`src/rtl/gray_counter_pkg.sv`:
```
// Shared definitions for the Gray-code counter family: default width and
// the binary-to-Gray mapping used on the counting path.
package gray_counter_pkg;

  localparam int GRAY_W_DEFAULT = 4;

  function automatic logic [31:0] bin2gray(input logic [31:0] b);
    return b ^ (b >> 1);
  endfunction

endpackage

```
`src/rtl/gray_counter_gray2bin.sv`:
```
// Width-generic Gray-to-binary decoder: each binary bit is the XOR of all
// Gray bits at or above its position (prefix XOR from the MSB down).
import gray_counter_pkg::*;

module gray2bin #(
  parameter int WIDTH = GRAY_W_DEFAULT
) (
  input  logic [WIDTH-1:0] gray,
  output logic [WIDTH-1:0] bin
);

  always_comb begin
    bin = '0;
    for (int i = 0; i < WIDTH; i++) begin
      bin[i] = ^(gray >> i);
    end
  end

endmodule

```
`src/rtl/gray_counter.sv`:
```
// Registered up/down counter presenting its count in both binary and Gray
// code, with binary or Gray-coded synchronous load and a wrap-around pulse.
import gray_counter_pkg::*;

module gray_counter #(
  parameter int          WIDTH   = GRAY_W_DEFAULT,
  parameter int unsigned RST_VAL = 0
) (
  input  logic             clk,
  input  logic             rst,
  input  logic             en,
  input  logic             up,
  input  logic             load,
  input  logic             load_is_gray,
  input  logic [WIDTH-1:0] load_val,
  output logic [WIDTH-1:0] bin,
  output logic [WIDTH-1:0] gray,
  output logic             wrap,
  output logic             parity
);

  localparam logic [WIDTH-1:0] RST_BIN  = WIDTH'(RST_VAL);
  localparam logic [WIDTH-1:0] RST_GRAY = WIDTH'(bin2gray(32'(RST_BIN)));
  localparam logic [WIDTH-1:0] ONE      = WIDTH'(1);

  logic [WIDTH-1:0] load_bin;
  logic [WIDTH-1:0] bin_next;
  logic [WIDTH-1:0] gray_next;
  logic             wrap_next;

  gray2bin #(.WIDTH(WIDTH)) u_load_dec (
    .gray (load_val),
    .bin  (load_bin)
  );

  // Gray is derived from the next binary value so both registers always agree
  always_comb begin
    bin_next  = bin;
    wrap_next = 1'b0;
    if (load) begin
      bin_next = load_is_gray ? load_bin : load_val;
    end else if (en) begin
      if (up) begin
        bin_next  = bin + ONE;
        wrap_next = &bin;
      end else begin
        bin_next  = bin - ONE;
        wrap_next = ~|bin;
      end
    end
    gray_next = WIDTH'(bin2gray(32'(bin_next)));
  end

  always_ff @(posedge clk) begin
    if (rst) begin
      bin    <= RST_BIN;
      gray   <= RST_GRAY;
      wrap   <= 1'b0;
      parity <= ^RST_GRAY;
    end else begin
      bin    <= bin_next;
      gray   <= gray_next;
      wrap   <= wrap_next;
      parity <= ^gray_next;
    end
  end

endmodule
```
`config.mk`:
```
export PLATFORM = sky130hd
export DESIGN_NAME = gray_counter
export DESIGN_NICKNAME = d
export VERILOG_FILES = /design/src/rtl/gray_counter_pkg.sv /design/src/rtl/gray_counter_gray2bin.sv /design/src/rtl/gray_counter.sv
export SDC_FILE = /design/constraint.sdc
export NUM_CORES = 1
export LEC_CHECK = 0
export CORE_MARGIN = 4
export CORE_UTILIZATION = 45
export DETAILED_ROUTE_END_ITERATION = 8
export PLACE_DENSITY = 0.76
export SYNTH_ARGS = -nofsm -noshare
export SYNTH_HDL_FRONTEND = slang
export SYNTH_HIERARCHICAL = 1
export SYNTH_SLANG_ARGS = --single-unit
```
`constraint.sdc`:
```
create_clock -name clk -period 5.3 [get_ports clk]
set_clock_uncertainty 0.05 [all_clocks]
set_input_delay 1.06 -clock clk [delete_from_list [all_inputs] [get_ports clk]]
set_output_delay 1.06 -clock clk [all_outputs]
set_load 0.1 [all_outputs]
```
==> results of run 1 <==
[cells by family (layout without fill, tap and decap cells)]
group | Yosys count | after routing | share of synthesized area, %
and+or+nand+nor | 21 | 21 | 20.83
AOI/OAI and AO/OA | 16 | 16 | 18.39
buffers and inverters | 10 | 28 | 8.630
DFF | 9 | 9 | 27.02
xor gates and xnor gates | 6 | 6 | 9.007
muxes | 6 | 6 | 9.381
adders and majority gates | 3 | 3 | 6.754
[power by group through the flow]
stage / clock network (mW) / registers, mW / logic (mW)
2_1_floorplan: 0 / 0.140 / 0.0523
3_3_place_gp: 0 / 0.0837 / 0.138
3_5_place_dp: 0 / 0.0839 / 0.139
4_1_cts: 0.0567 / 0.0824 / 0.140
5_1_grt: 0.0612 / 0.0833 / 0.148
6_report: 0.0556 / 0.0825 / 0.140
[flip-flops by register name (all words and copies together) (netlist names)]
signal / count
gray: 3
bin: 4
wrap: 1
parity: 1
[Yosys cell counts, types with 2 or more instances]
| master | count |
|---|---|
| and2b_2 | 2 |
| xor2_1 | 2 |
| inv_1 | 5 |
| nor2_1 | 4 |
| nand3b_1 | 2 |
| a21oi_1 | 3 |
| a211o_2 | 2 |
| dfxtp_1 | 9 |
| a31oi_1 | 2 |
| xnor2_1 | 3 |
| mux2_2 | 2 |
| ha_1 | 2 |
| nand2_1 | 2 |
| a21o_2 | 2 |
| buf_4 | 3 |
| mux2i_1 | 4 |
| nand3_1 | 2 |
[cell type report]
type | instances | area, um^2 | share of cell area [%]
multi-input combinational | 52 | 429.2 | 49.71
timing repair buffer | 19 | 190.2 | 22.03
sequential | 9 | 180.2 | 20.87
clock buffer | 4 | 26.28 | 3.043
inverter | 5 | 18.77 | 2.174
tap | 15 | 18.77 | 2.174
[final timing paths]
| check | slack, ns | cells after the start | to | startpoint |
|---|---|---|---|---|
| hold / removal | 0.56 | 2 | wrap$_SDFF_PP0_ | bin[1]$_SDFF_PP0_ |
| setup reg to reg | 3.36 | 6 | gray[1]$_SDFF_PP0_ | bin[0]$_SDFF_PP0_ |
| hold reg to reg | 0.56 | 2 | wrap$_SDFF_PP0_ | bin[1]$_SDFF_PP0_ |
| setup / recovery | 2.27 | 1 | bin[0] | bin[0]$_SDFF_PP0_ |
[metrics by stage]
stage	hold slack [ns]	area (um^2)	utilization [%]
6_report	0.5577	863.3	63.95
5_1_grt	0.5926	863.3	63.95
4_1_cts	0.5570	863.3	63.95
3_5_place_dp	0.5532	837.1	62.00
3_3_place_gp	0.5499	837.1	62.00
2_1_floorplan	0.9803	666.9	-
[layer usage]
metal / GRT usage [%] / routed length [um] / up-vias / share of wire (%)
met5: 0 / 0 / - / 0
met4: 10.23 / 36 / 0 / 2.5
met3: 5.859 / 111 / 5 / 7.7
met2: 22.80 / 636 / 17 / 44
met1: 19.30 / 649 / 265 / 45
li1: - / - / 290 / -
[placed cells by master, fill, tap and decap left out, types with 2 or more instances in the layout]
cell type and instances:
xnor2_1 3, nand3_1 2, dfxtp_1 9, mux2_2 2, clkbuf_4 3, a21o_2 2, nor2_1 4, a21oi_1 3
nand3b_1 2, ha_1 2, a31oi_1 2, and2b_2 2, mux2i_1 4, inv_1 5, xor2_1 2, a211o_2 2
clkdlybuf4s50_1 19, nand2_1 2
==> metrics.md, run 1 <==
| Metric | Value |
|---|---|
| Status | finished, final reports clean |
| Max Root-Sink Buffers | 2 |
| Initial DRC count | 6 |
| Port Buf Inserts | 19 |
| CP Launch Type | register |
| CP max stage delay | 1.19 ns |
| Antenna Nets Post-Route | 0 |
| Crit-path leading delay family | buffers and inverters |
| Sw frac | 46.15% |
| F_max | 330.3 MHz |
| GP Congestion | 0.8011 |
| H-tree levels | 1 |
| Setup Buffers After CTS | 0 |
| HP Class | register to register |
| Detailed-route via count | 577 |
| Layout Nets | 103 |
| CTS sink count | 9 |
| Crit Path Class | register to output port |
| Post-Syn Area | 666.9 um^2 |
| Worst-skew pair later-pin latency | 0.27 ns |
| Cell taking the most area after synthesis | dfxtp_1 |
| Flop pwr share | 29.7% |
| Cell Chain, Critical Path | clkdlybuf4s50_1 |
| Boundary pin count | 20 |
| YS warnings | 6 |
| Share of layout cells above drive strength 1 | 15.73% |
| Final Hold Vio Count | 0 |
| Gate power share | 50.3% |
| Die H | 46.50 um |
| Vias in the first global route | 527 |
| First-pass GRT wire length | 2.325 mm |
| Die X-Extent | 46.50 um |
| Num CTS Buffers | 3 |
| Number of max-cap violations | 0 |
| Worst Path Arrival | 1.92 ns |
| Tot GR Track Use | 15.78% |
| Slew Viols, Final | 0 |
| Sw Pwr | 128.2 uW |
| Grt total ovfl | 0 |
| Sequential area share after synthesis | 27.02% |
| Root Driver | clkbuf_4 |
| EDFF count, synth | 0 |
| Syn_area_per_cell | 9.393 um^2 |
| Pin count of the biggest net entering global routing | 15 |
| Critical Path Fanout Max | 7 |
| Layout Cells excl Fill | 104 |
| Starting Density | 49.40% |
| Power per standard cell area | 321.7 mW/mm^2 |
| ANT cells | 0 |
| Max stage delay cell, worst path | clkdlybuf4s50_1 |
| Distinct cells, synth | 37 |
| Pre-CTS WS | 2.140 ns |
| Setup crit end kind | output port |
| Wirelength per Cell | 13.79 um |
| TritonCTS clock tree | done |
| Syn-to-layout area delta | 29.46% |
| Seq cells post-synth | 9 |
| Worst-path clk slew | 0.06 ns |
| DRC viols | 0 |
| Relative slew slack | 35.03% |
| Setup WS post-layout | 2.272 ns |
| Worst VDD drop | 0.1493 mV |
| Hold Buf Count CTS | 0 |
| Period minus WS final | 3.028 ns |
| Pre-antenna DRT Iters | 2 |
| Ys async rst share | 0% |
| Worst-margin pin slew | 0.9715 ns |
| Clock network power share | 20.0% |
| Placed Cells | 100 |
| Top post-synthesis cells by area | dfxtp_1, mux2i_1, xnor2_1, ha_1, buf_4 |
| Setup violations, final | 0 |
| Vias per Instance | 5.548 |
| DIE AREA | 0.002162 mm^2 |
| RSZ-0062 raised after global routing | false |
| Pwr Total | 277.7 uW |
| Top cell type's share of synthesized area | 27.02% |
| Dpl hpwl | 1.082 mm |
| Initial antenna violation count | 0 |
| P_leak | 0.3630 nW |
| Post-Syn Instances | 71 |
| Core area | 0.001350 mm^2 |
| Syn Nets | 84 |
| Critical path data required time | 4.19 ns |
| Period utilization | 57.13% |
| CP Buf/Inv Count | 1 |
| Site Rows | 13 |
| TNS Setup | 0 ns |
| Int Power | 149.6 uW |
| Top_reg_cell synth | dfxtp_1 |
| DRT Wirelength | 1.434 mm |
| Post_cts resized | 0 |
| Fill cell count | 124 |
Power figures use the tool's default switching activity.
==> run 2: changes to the inputs <==
--- a/config.mk
+++ b/config.mk
@@ -6,9 +6,9 @@
 export NUM_CORES = 1
 export LEC_CHECK = 0
 export CORE_MARGIN = 4
-export CORE_UTILIZATION = 45
+export CORE_UTILIZATION = 40
 export DETAILED_ROUTE_END_ITERATION = 8
-export PLACE_DENSITY = 0.76
+export PLACE_DENSITY = 0.71
 export SYNTH_ARGS = -nofsm -noshare
 export SYNTH_HDL_FRONTEND = slang
 export SYNTH_HIERARCHICAL = 1
==> constraint.sdc (replaced) <==
create_clock -name clk -period 2.5 [get_ports clk]
set_clock_uncertainty 0.05 [all_clocks]
set_input_delay 0.5 -clock clk [delete_from_list [all_inputs] [get_ports clk]]
set_output_delay 0.5 -clock clk [all_outputs]
set_load 0.1 [all_outputs]
==> run 2 against run 1 <==
Compared with the run above: sequential power up 110%; non-clock buffer count rose by 4; design area grew 1.0%; total power is 110% higher; sequential share of layout area fell by 0.066 points; die area grew 10%.
==> metrics.md, run 2 (synthesis gave the netlist of run 1 again) <==
| Metric | Value |
|---|---|
| DRC viols | 0 (unchanged) |
| Setup WS post-layout | 0.3538 ns (-1.918 ns) |
| Crit Path Class | input pin to register |
| GP Congestion | 0.8045 (+0.42%) |
| TritonCTS clock tree | done |
| Syn-to-layout area delta | 30.77% |
| Layout Nets | 107 (+3.9%) |
| DRT Wirelength | 1.422 mm (-0.84%) |
| Cells on worst reg2reg path | 6 (unchanged) |
| Worst-path clk slew | 0.07 ns (about the same) |
| Crit path from | up |
| Pre-CTS WS | 0.07987 ns (-2.060 ns) |
| Layout Cells excl Fill | 109 (+4.8%) |
| Post-route cell area | 872.1 um^2 (+1.0%) |
| Slew Viols, Final | 0 (unchanged) |
| Die X-Extent | 48.83 um (+5.0%) |
| CP endpoint | gray[1]$_SDFF_PP0_ |
| Initial antenna violation count | 0 (unchanged) |
| Wirelength per Cell | 13.05 um (-5.4%) |
| Placed Cells | 105 (+5.0%) |
| Die H | 48.83 um (+5.0%) |
| Reg-to-reg endpoint | gray[1]$_SDFF_PP0_ |
| F_max | 465.9 MHz |
| Antenna Nets Post-Route | 0 (unchanged) |
| ANT cells | 0 (unchanged) |
| R2r setup slk | 0.64 ns (-2.72 ns) |
| Setup crit end kind | register |
| Setup violations, final | 0 (unchanged) |
| Critical path data required time | 2.65 ns (-1.54 ns) |
| Core area | 0.001541 mm^2 (+14%) |
| HP Class | register to register |
| Reg area | 181.4 um^2 (+0.69%) |
| RSZ-0062 raised after global routing | false |
| Max reg flops | 4 (unchanged) |
| Worst-skew pair later-pin latency | 0.27 ns (about the same) |
| Number of max-cap violations | 0 (unchanged) |
| Setup Buffers After CTS | 0 (unchanged) |
| Period minus WS final | 2.146 ns |
| Period utilization | 85.85% |
| Num CTS Buffers | 3 (unchanged) |
| Worst Path Arrival | 2.30 ns (+0.38 ns) |
| Dpl hpwl | 1.107 mm (+2.3%) |
| Tot GR Track Use | 13.48% (-2.3 points) |
| Boundary pin count | 20 (unchanged) |
| P_leak | 0.4010 nW (+10%) |
| Worst VDD drop | 0.3029 mV (+100%) |
| Post_cts resized | 0 (unchanged) |
| Hold Buf Count CTS | 0 (unchanged) |
| RR Startpoint | bin[1]$_SDFF_PP0_ |
| Max Root-Sink Buffers | 2 (unchanged) |
| DIE AREA | 0.002384 mm^2 (+10%) |
| Post-DP Area | 844.6 um^2 (+0.90%) |
| Pre-antenna DRT Iters | 4 (+2) |
| Initial DRC count | 7 (+1) |
| Multi-input logic area | 429.2 um^2 (unchanged) |
| Worst-margin pin slew | 0.4178 ns (-0.5537 ns) |
| Relative slew slack | 71.98% (+37 points) |
| Status | finished, final reports clean |
| Fill cell count | 154 (+24%) |
| First-pass GRT wire length | 2.546 mm (+9.5%) |
| Share of layout cells above drive strength 1 | 32.26% (+17 points) |
| Final Hold Vio Count | 0 (unchanged) |
| Detailed-route via count | 592 (+2.6%) |
| CTS sink count | 9 (unchanged) |
| Port Buf Inserts | 19 (unchanged) |
| Vias per Instance | 5.431 (-2.1%) |
| Power per standard cell area | 672.2 mW/mm^2 (+110%) |
| Root Driver | clkbuf_4 |
| Most common cell after layout, fill and taps aside | buf_4 |
| Grt total ovfl | 0 (unchanged) |
| TNS Setup | 0 ns (unchanged) |
| Pwr Total | 586.2 uW (+110%) |
| Worst hold slack | 0.6226 ns (+0.06494 ns) |
| Commonest non-fill, non-tap cells in the layout | buf_4, clkdlybuf4s50_1, dfxtp_1 |
| Util after Layout | 56.57% (-7.4 points) |
| Site Rows | 14 (+1) |
| Register name with the most flops | bin |
| CP Launch Type | input pin |
| Starting Density | 43.26% (-6.1 points) |
| H-tree levels | 1 (unchanged) |
| Vias in the first global route | 569 (+8.0%) |
| Pin count of the biggest net entering global routing | 14 (-1) |
| Critical Path Fanout Max | 4 (-3) |
| Largest regs | bin x4, gray x3 |
## run 2: cell types whose count changed in the layout (fill, tap and decap cells not counted), sizes merged
cell           delta
buf              +14
clkdlybuf4s50    -10
clkbuf            -1
clkinv            +1
## run 2: layer usage
layer  up-vias  wire length, um  GRT usage [%]
met5         -                0              0
met4         0                5          4.484
met3         2              116          7.034
met2        19              668          20.43
met1       271              631          16.23
li1        300                -              -
## run 2: how the worst min path moves through the flow
stage / start / slack (ns) / end / cells after the start
after global placement: bin[1]$_SDFF_PP0_ / 0.60 / wrap$_SDFF_PP0_ / 2
after global routing: bin[2]$_SDFF_PP0_ / 0.67 / wrap$_SDFF_PP0_ / 2
final: bin[1]$_SDFF_PP0_ / 0.62 / wrap$_SDFF_PP0_ / 2
after CTS: bin[1]$_SDFF_PP0_ / 0.61 / wrap$_SDFF_PP0_ / 2
after detailed placement: bin[1]$_SDFF_PP0_ / 0.60 / wrap$_SDFF_PP0_ / 2
after floorplan: rst / 0.66 / bin[0]$_SDFF_PP0_ / 2
## run 2: where the power goes
part	total [mW]	leakage, nW	internal (mW)	switching (mW)
registers	0.175	0.0749	0.161	0.0146
logic	0.295	0.308	0.0939	0.201
clock network	0.116	0.0177	0.0592	0.0568
## run 2: layout make-up
| cell class | instances | share of cell area [%] |
|---|---|---|
| well taps | 16 | 2.296 |
| clock inverters | 1 | 0.5739 |
| flip-flops and latches | 9 | 20.80 |
| multi-input cells | 52 | 49.21 |
| repair buffers | 23 | 22.38 |
| clock buffers | 3 | 2.582 |
| inverters | 5 | 2.152 |
## run 2: critical path: stages
cell,delay (ns)
clkdlybuf4s50_1,0.53
inv_1,0.08
ha_1,0.32
xnor2_1,0.14
a211o_2,0.36
a211o_1,0.26
a21oi_1,0.11
